File: config.mk
export PLATFORM = sky130hd
export DESIGN_NAME = cpu_trace_emitter
export DESIGN_NICKNAME = d
export VERILOG_FILES = /design/src/rtl/cpu_trace_emitter.sv
export SDC_FILE = /design/constraint.sdc
export NUM_CORES = 1
export LEC_CHECK = 0
export CORE_MARGIN = 2
export CORE_UTILIZATION = 52
export CTS_CLUSTER_SIZE = 40
export DETAILED_ROUTE_END_ITERATION = 7
export PLACE_DENSITY = 0.78
export SETUP_SLACK_MARGIN = 0.15
export SLEW_MARGIN = 20
export SYNTH_ARGS = -nofsm -noshare
export SYNTH_HDL_FRONTEND = slang
export SYNTH_SLANG_ARGS = --single-unit
File: constraint.sdc
create_clock -name clk -period 6.1 [get_ports clk]
set_clock_uncertainty 0.2 [all_clocks]
set_input_delay 0.61 -clock clk [delete_from_list [all_inputs] [get_ports clk]]
set_output_delay 0.61 -clock clk [all_outputs]
set_load 0.03 [all_outputs]
File: src/rtl/cpu_trace_emitter.sv
// Serialises one retired-instruction record per handshake into an ASCII trace line,
// one character per clock: "^TIME@PC: $GRF <= DATA#" or "^TIME@PC: *ADDR <= DATA#".
module cpu_trace_emitter #(
  parameter logic [7:0]  IDLE_CHAR = 8'h0A,
  parameter int unsigned TIME_MAX  = 9999
) (
  input  logic        clk,
  input  logic        reset,
  input  logic        in_valid,
  output logic        in_ready,
  input  logic        in_type,
  input  logic [13:0] in_time,
  input  logic [31:0] in_pc,
  input  logic [4:0]  in_grf,
  input  logic [31:0] in_addr,
  input  logic [31:0] in_data,
  output logic [7:0]  char,
  output logic        char_valid,
  output logic        line_done
);

  typedef enum logic [3:0] {
    S_IDLE, S_CARET, S_TIME, S_AT, S_PC, S_COLON, S_SP1, S_TAG,
    S_GRF, S_ADDR, S_SP2, S_LT, S_EQ, S_SP3, S_DATA, S_HASH
  } state_t;

  state_t      r_state;
  logic [2:0]  r_idx;
  logic [7:0]  r_char;
  logic        r_char_valid;
  logic        r_line_done;

  logic        r_type;
  logic [31:0] r_pc;
  logic [31:0] r_addr;
  logic [31:0] r_data;
  logic [3:0][3:0] r_tdig;
  logic [1:0]  r_tstart;
  logic [1:0][3:0] r_gdig;
  logic        r_gstart;

  logic        w_accept;
  logic [13:0] w_time_cl;
  logic [2:0]  w_idx_dn;

  assign in_ready   = !reset && (r_state == S_IDLE || r_state == S_HASH);
  assign w_accept   = in_valid && in_ready;
  assign w_time_cl  = (in_time > 14'(TIME_MAX)) ? 14'(TIME_MAX) : in_time;
  assign w_idx_dn   = r_idx - 3'd1;
  assign char       = r_char;
  assign char_valid = r_char_valid;
  assign line_done  = r_line_done;

  function automatic logic [7:0] dec_char(input logic [3:0] d);
    return 8'h30 + {4'h0, d};
  endfunction

  function automatic logic [7:0] hex_char(input logic [3:0] d);
    return (d < 4'd10) ? (8'h30 + {4'h0, d}) : (8'h57 + {4'h0, d});
  endfunction

  function automatic logic [7:0] nib_char(input logic [31:0] w, input logic [2:0] i);
    return hex_char(w[{i, 2'b00} +: 4]);
  endfunction

  // Record capture with digits precomputed; index stored is (digit count - 1), counted down to 0.
  always_ff @(posedge clk) begin
    if (w_accept) begin
      r_type    <= in_type;
      r_pc      <= in_pc;
      r_addr    <= in_addr;
      r_data    <= in_data;
      r_tdig[3] <= 4'(w_time_cl / 14'd1000);
      r_tdig[2] <= 4'((w_time_cl / 14'd100) % 14'd10);
      r_tdig[1] <= 4'((w_time_cl / 14'd10) % 14'd10);
      r_tdig[0] <= 4'(w_time_cl % 14'd10);
      r_tstart  <= (w_time_cl >= 14'd1000) ? 2'd3 :
                   (w_time_cl >= 14'd100)  ? 2'd2 :
                   (w_time_cl >= 14'd10)   ? 2'd1 : 2'd0;
      r_gdig[1] <= 4'(in_grf / 5'd10);
      r_gdig[0] <= 4'(in_grf % 5'd10);
      r_gstart  <= (in_grf >= 5'd10);
    end
  end

  // Line sequencer: the registered char always belongs to the current state.
  always_ff @(posedge clk) begin
    if (reset) begin
      r_state      <= S_IDLE;
      r_idx        <= 3'd0;
      r_char       <= IDLE_CHAR;
      r_char_valid <= 1'b0;
      r_line_done  <= 1'b0;
    end else begin
      r_char_valid <= 1'b1;
      r_line_done  <= 1'b0;
      case (r_state)
        S_IDLE, S_HASH: begin
          if (w_accept) begin
            r_state <= S_CARET;
            r_char  <= 8'h5E;
          end else begin
            r_state      <= S_IDLE;
            r_char       <= IDLE_CHAR;
            r_char_valid <= 1'b0;
          end
        end
        S_CARET: begin
          r_state <= S_TIME;
          r_idx   <= {1'b0, r_tstart};
          r_char  <= dec_char(r_tdig[r_tstart]);
        end
        S_TIME: begin
          if (r_idx == 3'd0) begin
            r_state <= S_AT;
            r_char  <= 8'h40;
          end else begin
            r_idx  <= w_idx_dn;
            r_char <= dec_char(r_tdig[w_idx_dn[1:0]]);
          end
        end
        S_AT: begin
          r_state <= S_PC;
          r_idx   <= 3'd7;
          r_char  <= nib_char(r_pc, 3'd7);
        end
        S_PC: begin
          if (r_idx == 3'd0) begin
            r_state <= S_COLON;
            r_char  <= 8'h3A;
          end else begin
            r_idx  <= w_idx_dn;
            r_char <= nib_char(r_pc, w_idx_dn);
          end
        end
        S_COLON: begin
          r_state <= S_SP1;
          r_char  <= 8'h20;
        end
        S_SP1: begin
          r_state <= S_TAG;
          r_char  <= r_type ? 8'h2A : 8'h24;
        end
        S_TAG: begin
          if (r_type) begin
            r_state <= S_ADDR;
            r_idx   <= 3'd7;
            r_char  <= nib_char(r_addr, 3'd7);
          end else begin
            r_state <= S_GRF;
            r_idx   <= {2'b00, r_gstart};
            r_char  <= dec_char(r_gdig[r_gstart]);
          end
        end
        S_GRF: begin
          if (r_idx == 3'd0) begin
            r_state <= S_SP2;
            r_char  <= 8'h20;
          end else begin
            r_idx  <= w_idx_dn;
            r_char <= dec_char(r_gdig[w_idx_dn[0]]);
          end
        end
        S_ADDR: begin
          if (r_idx == 3'd0) begin
            r_state <= S_SP2;
            r_char  <= 8'h20;
          end else begin
            r_idx  <= w_idx_dn;
            r_char <= nib_char(r_addr, w_idx_dn);
          end
        end
        S_SP2: begin
          r_state <= S_LT;
          r_char  <= 8'h3C;
        end
        S_LT: begin
          r_state <= S_EQ;
          r_char  <= 8'h3D;
        end
        S_EQ: begin
          r_state <= S_SP3;
          r_char  <= 8'h20;
        end
        S_SP3: begin
          r_state <= S_DATA;
          r_idx   <= 3'd7;
          r_char  <= nib_char(r_data, 3'd7);
        end
        S_DATA: begin
          if (r_idx == 3'd0) begin
            r_state     <= S_HASH;
            r_char      <= 8'h23;
            r_line_done <= 1'b1;
          end else begin
            r_idx  <= w_idx_dn;
            r_char <= nib_char(r_data, w_idx_dn);
          end
        end
        default: begin
          r_state      <= S_IDLE;
          r_char       <= IDLE_CHAR;
          r_char_valid <= 1'b0;
        end
      endcase
    end
  end

endmodule

==> run_results.csv, run 1 <==
group,metric,value,unit
sta,slew_violations,0,
layout,fillers,1364,
cts,clkSinkCount,138,
global_routing,number_of_global_route_vias_before_repair,9848,
floorplanning,initial_core_util,0.534,
layout,most-common-layout-cells,"sky130_fd_sc_hd__buf_4 (220), sky130_fd_sc_hd__edfxtp_1 (122), sky130_fd_sc_hd__clkdlybuf4s50_1 (118)",
synth,async_reset_ff_frac,0,
routing,drt_wl_total,33700,um
cts,htree_num_levels,4,
worst_setup_path,worst_setup_path_start_kind,"input pin",
worst_setup_path,critPathRequiredTime,6.07,ns
floorplanning,floorplan.core_area,19600,um2
routing,routed-via-count,10300,
layout,diodes,0,
routing,detail_route.wl_per_cell,20.5,um
sta,tightest_slew,1.06,ns
global_routing,antenna_found_initial,0,
sta,slew_headroom,0.294,
flow_run,max_cap_violations,0,
synth,postSynthAreaPerCell,9.88,um2
floorplanning,fp-row-count,51,
synth,synth-seq-area-share,0.381,
cts,clk_pin_slew_worst_paths,0.06,ns
power,pwr_density_cell,311,nW/um2
layout,postLayoutCellArea,14500,um2
global_routing,total_congestion_overflow,0,
worst_setup_path,worstPathBufferInverterCount,7,
status,outcome,"complete, no violations",
routing,first_iter_violations,1116,
place,finalWeightedCongestion,0.958,
place,buffer_ports.inserted,128,
sta,rsz_0062_raised_after_global_routing,"false",
synth,synthesis.area,10500,um2
place,dp_hpwl,24600,um
layout,fin_nets,1506,
floorplanning,dieArea,21300,um2
sta,clock.fmax,0.174,GHz
routing,drc,0,
synth,yosys_warnings,0,
cts,number_of_hold_buffers_added_after_cts,0,
layout,layout-area-overhead-vs-synth,38.9,%
place,placed_cell_area,13400,um2
global_routing,grt_pass1_wl,52900,um
floorplanning,number_of_primary_i_o_pins,130,
global_routing,grt_start_max_net_pins,79,
worst_setup_path,worstPathArrival,5.73,ns
sta,timing.setup.tns,0,ns
worst_setup_path,maximum_fanout_count_along_the_critical_path,14,
synth,synth_edf_count,122,
synth,postSynthRegisterBits,138,
sta,finalHoldViolations,0,
worst_setup_path,endpoint_type_of_the_worst_setup_path,"flip-flop",
synth,synth.lib_cells_used.distinct,105,
routing,antenna_violating_nets_post_route,0,
cts,cts_buffer_depth,2,
synth,synth_cells,1059,
synth,synth_top_flop_cell,"sky130_fd_sc_hd__edfxtp_1",
worst_setup_path,setup.worst_path.class,"in2reg",
sta,layout_min_cycle_time,5.76,ns
worst_setup_path,crit_path_largest_cell_delay,0.44,ns
cts,cts_root_buf,"sky130_fd_sc_hd__clkbuf_16",
cts,inserted_clock_buffers,17,
global_routing,track_usage,0.310,
layout,final_core_utilization,0.742,
routing,detail_route.first_pass.iterations,6,
worst_setup_path,crit_path_top_delay_cell,"sky130_fd_sc_hd__a311o_2",
worst_setup_path,cp_top_family,"compound AO/OA/AOI/OAI gates",
synth,synth_nets,1197,
layout,post_route_cells_drive_above_1_share,0.306,
power,vdd.ir_drop.worst,0.224,mV
min_path,worst_hold_path_type,"reg2reg",
sta,final-setup-viol-count,0,
layout,mostFrequentLayoutCell,"sky130_fd_sc_hd__buf_4",
routing,post_drt_via_cell_ratio,6.28,
cts,source_to_sink_clock_delay_at_the_later_pin_of_the_worst_skew_pair,0.43,ns
sta,layout_worst_path_cycle_share,0.945,
power,power.leakage,5.52,nW
cts,tritoncts,"done",
floorplanning,die_w,146,um
floorplanning,die_extent_in_y,146,um
## synth_stat cells, drive strengths merged (19+ instances only)
cell type,count,share of area
nor2,64,0.023
nand3,36,0.017
o211ai,23,0.017
nand2,76,0.027
inv,42,0.015
buf,34,0.018
o21ai,69,0.034
nor3,35,0.017
xnor2,29,0.024
a21oi,74,0.036
mux4,32,0.069
ha,19,0.023
edfxtp,122,0.35
mux2i,30,0.029
clkbuf,38,0.014
## power breakdown
part,leakage (nW),total [mW],switching [mW],internal (mW)
combinational,3.98,2.30,1.21,1.10
clock,0.278,0.988,0.420,0.567
sequential,1.26,1.22,0.0565,1.17
total,5.52,4.51,1.68,2.83
## tightest hold or removal path: stages, from the launching register on
cell and delay (ns):
sky130_fd_sc_hd__dfxtp_1 0.31, sky130_fd_sc_hd__nor2_1 0.10, sky130_fd_sc_hd__a211oi_1 0.05
## per-layer routing
metal  vias up  routed length, um  global-route usage
li1       4773                  -                   -
met1      4959              13500               0.403
met2       512              17000               0.534
met3        96               2350              0.0495
met4         0                865              0.0941
met5         -                  0                   0
## per-stage QoR
stage / cells / setup slack [ns] / power, mW / hold slack, ns
2_1_floorplan: 1059 / 0.155 / 2.58 / 0.264
6_report: 1646 / 0.338 / 4.51 / 0.301
5_1_grt: 1646 / 0.163 / 4.74 / 0.327
3_3_place_gp: 1591 / -0.242 / 3.30 / 0.292
3_5_place_dp: 1591 / -0.466 / 3.38 / 0.294
4_1_cts: 1632 / 0.153 / 4.43 / 0.302
## registers in the layout, summed over array words and instances, names as in the netlist
register    count
char            7
char_valid      1
line_done       1
r_addr         32
r_data         32
r_gdig          6
r_gstart        1
r_idx           3
r_pc           32
r_state         4
r_tdig         16
r_tstart        2
r_type          1
## cell families (layout without fill, tap and decap cells)
family                   count (synthesis)  in the layout  synth area share
AO/OA/AOI/OAI                          346            346             0.242
AND/OR/NAND/NOR                        330            330             0.166
flip-flops                             138            138             0.381
buffers and inverters                  114            436            0.0470
multiplexers                            73             73             0.110
XOR/XNOR                                37             37            0.0310
adder cells (fa/ha/maj)                 20             20            0.0237
other                                    1              1          0.000358
## area by class of cell
| cell class | instances | area, um2 | share of cell area |
|---|---|---|---|
| clock buffer | 17 | 425 | 0.0293 |
| clock inverter | 15 | 141 | 0.00973 |
| inverter | 42 | 158 | 0.0108 |
| multi-input combinational | 807 | 6400 | 0.440 |
| sequential | 138 | 3990 | 0.274 |
| tap | 265 | 332 | 0.0228 |
| timing repair buffer | 362 | 3090 | 0.213 |
## worst paths after layout
| check | endpoint | from | cells after the start | slack (ns) |
|---|---|---|---|---|
| setup / recovery | r_tdig[7]$_DFFE_PP_ | in_time[9] | 27 | 0.34 |
| hold reg to reg | r_idx[1]$_SDFFE_PP0P_ | r_idx[1]$_SDFFE_PP0P_ | 2 | 0.30 |
| hold / removal | r_idx[1]$_SDFFE_PP0P_ | r_idx[1]$_SDFFE_PP0P_ | 2 | 0.30 |
| setup reg to reg | r_pc[7]$_DFFE_PP_ | r_state[1]$_SDFFE_PP0P_ | 5 | 2.22 |
## what timing repair did
item / 4_1_cts / 5_1_grt
resized for setup: 45 / 53
buffers inserted: 9 / 13
cloned: 0 / 1
pin swaps: 15 / 29
setup endpoints to repair: 4 / 6
Note: power is estimated with default switching activity, not from simulation.
==> inputs of run 2 (changes only) <==
--- a/config.mk
+++ b/config.mk
@@ -5,6 +5,7 @@
 export SDC_FILE = /design/constraint.sdc
 export NUM_CORES = 1
 export LEC_CHECK = 0
+export CAP_MARGIN = 25
 export CORE_MARGIN = 2
 export CORE_UTILIZATION = 52
 export CTS_CLUSTER_SIZE = 40
==> results of run 2 <==
No change in the layout: final DEF, timing and power equal those of run 1.
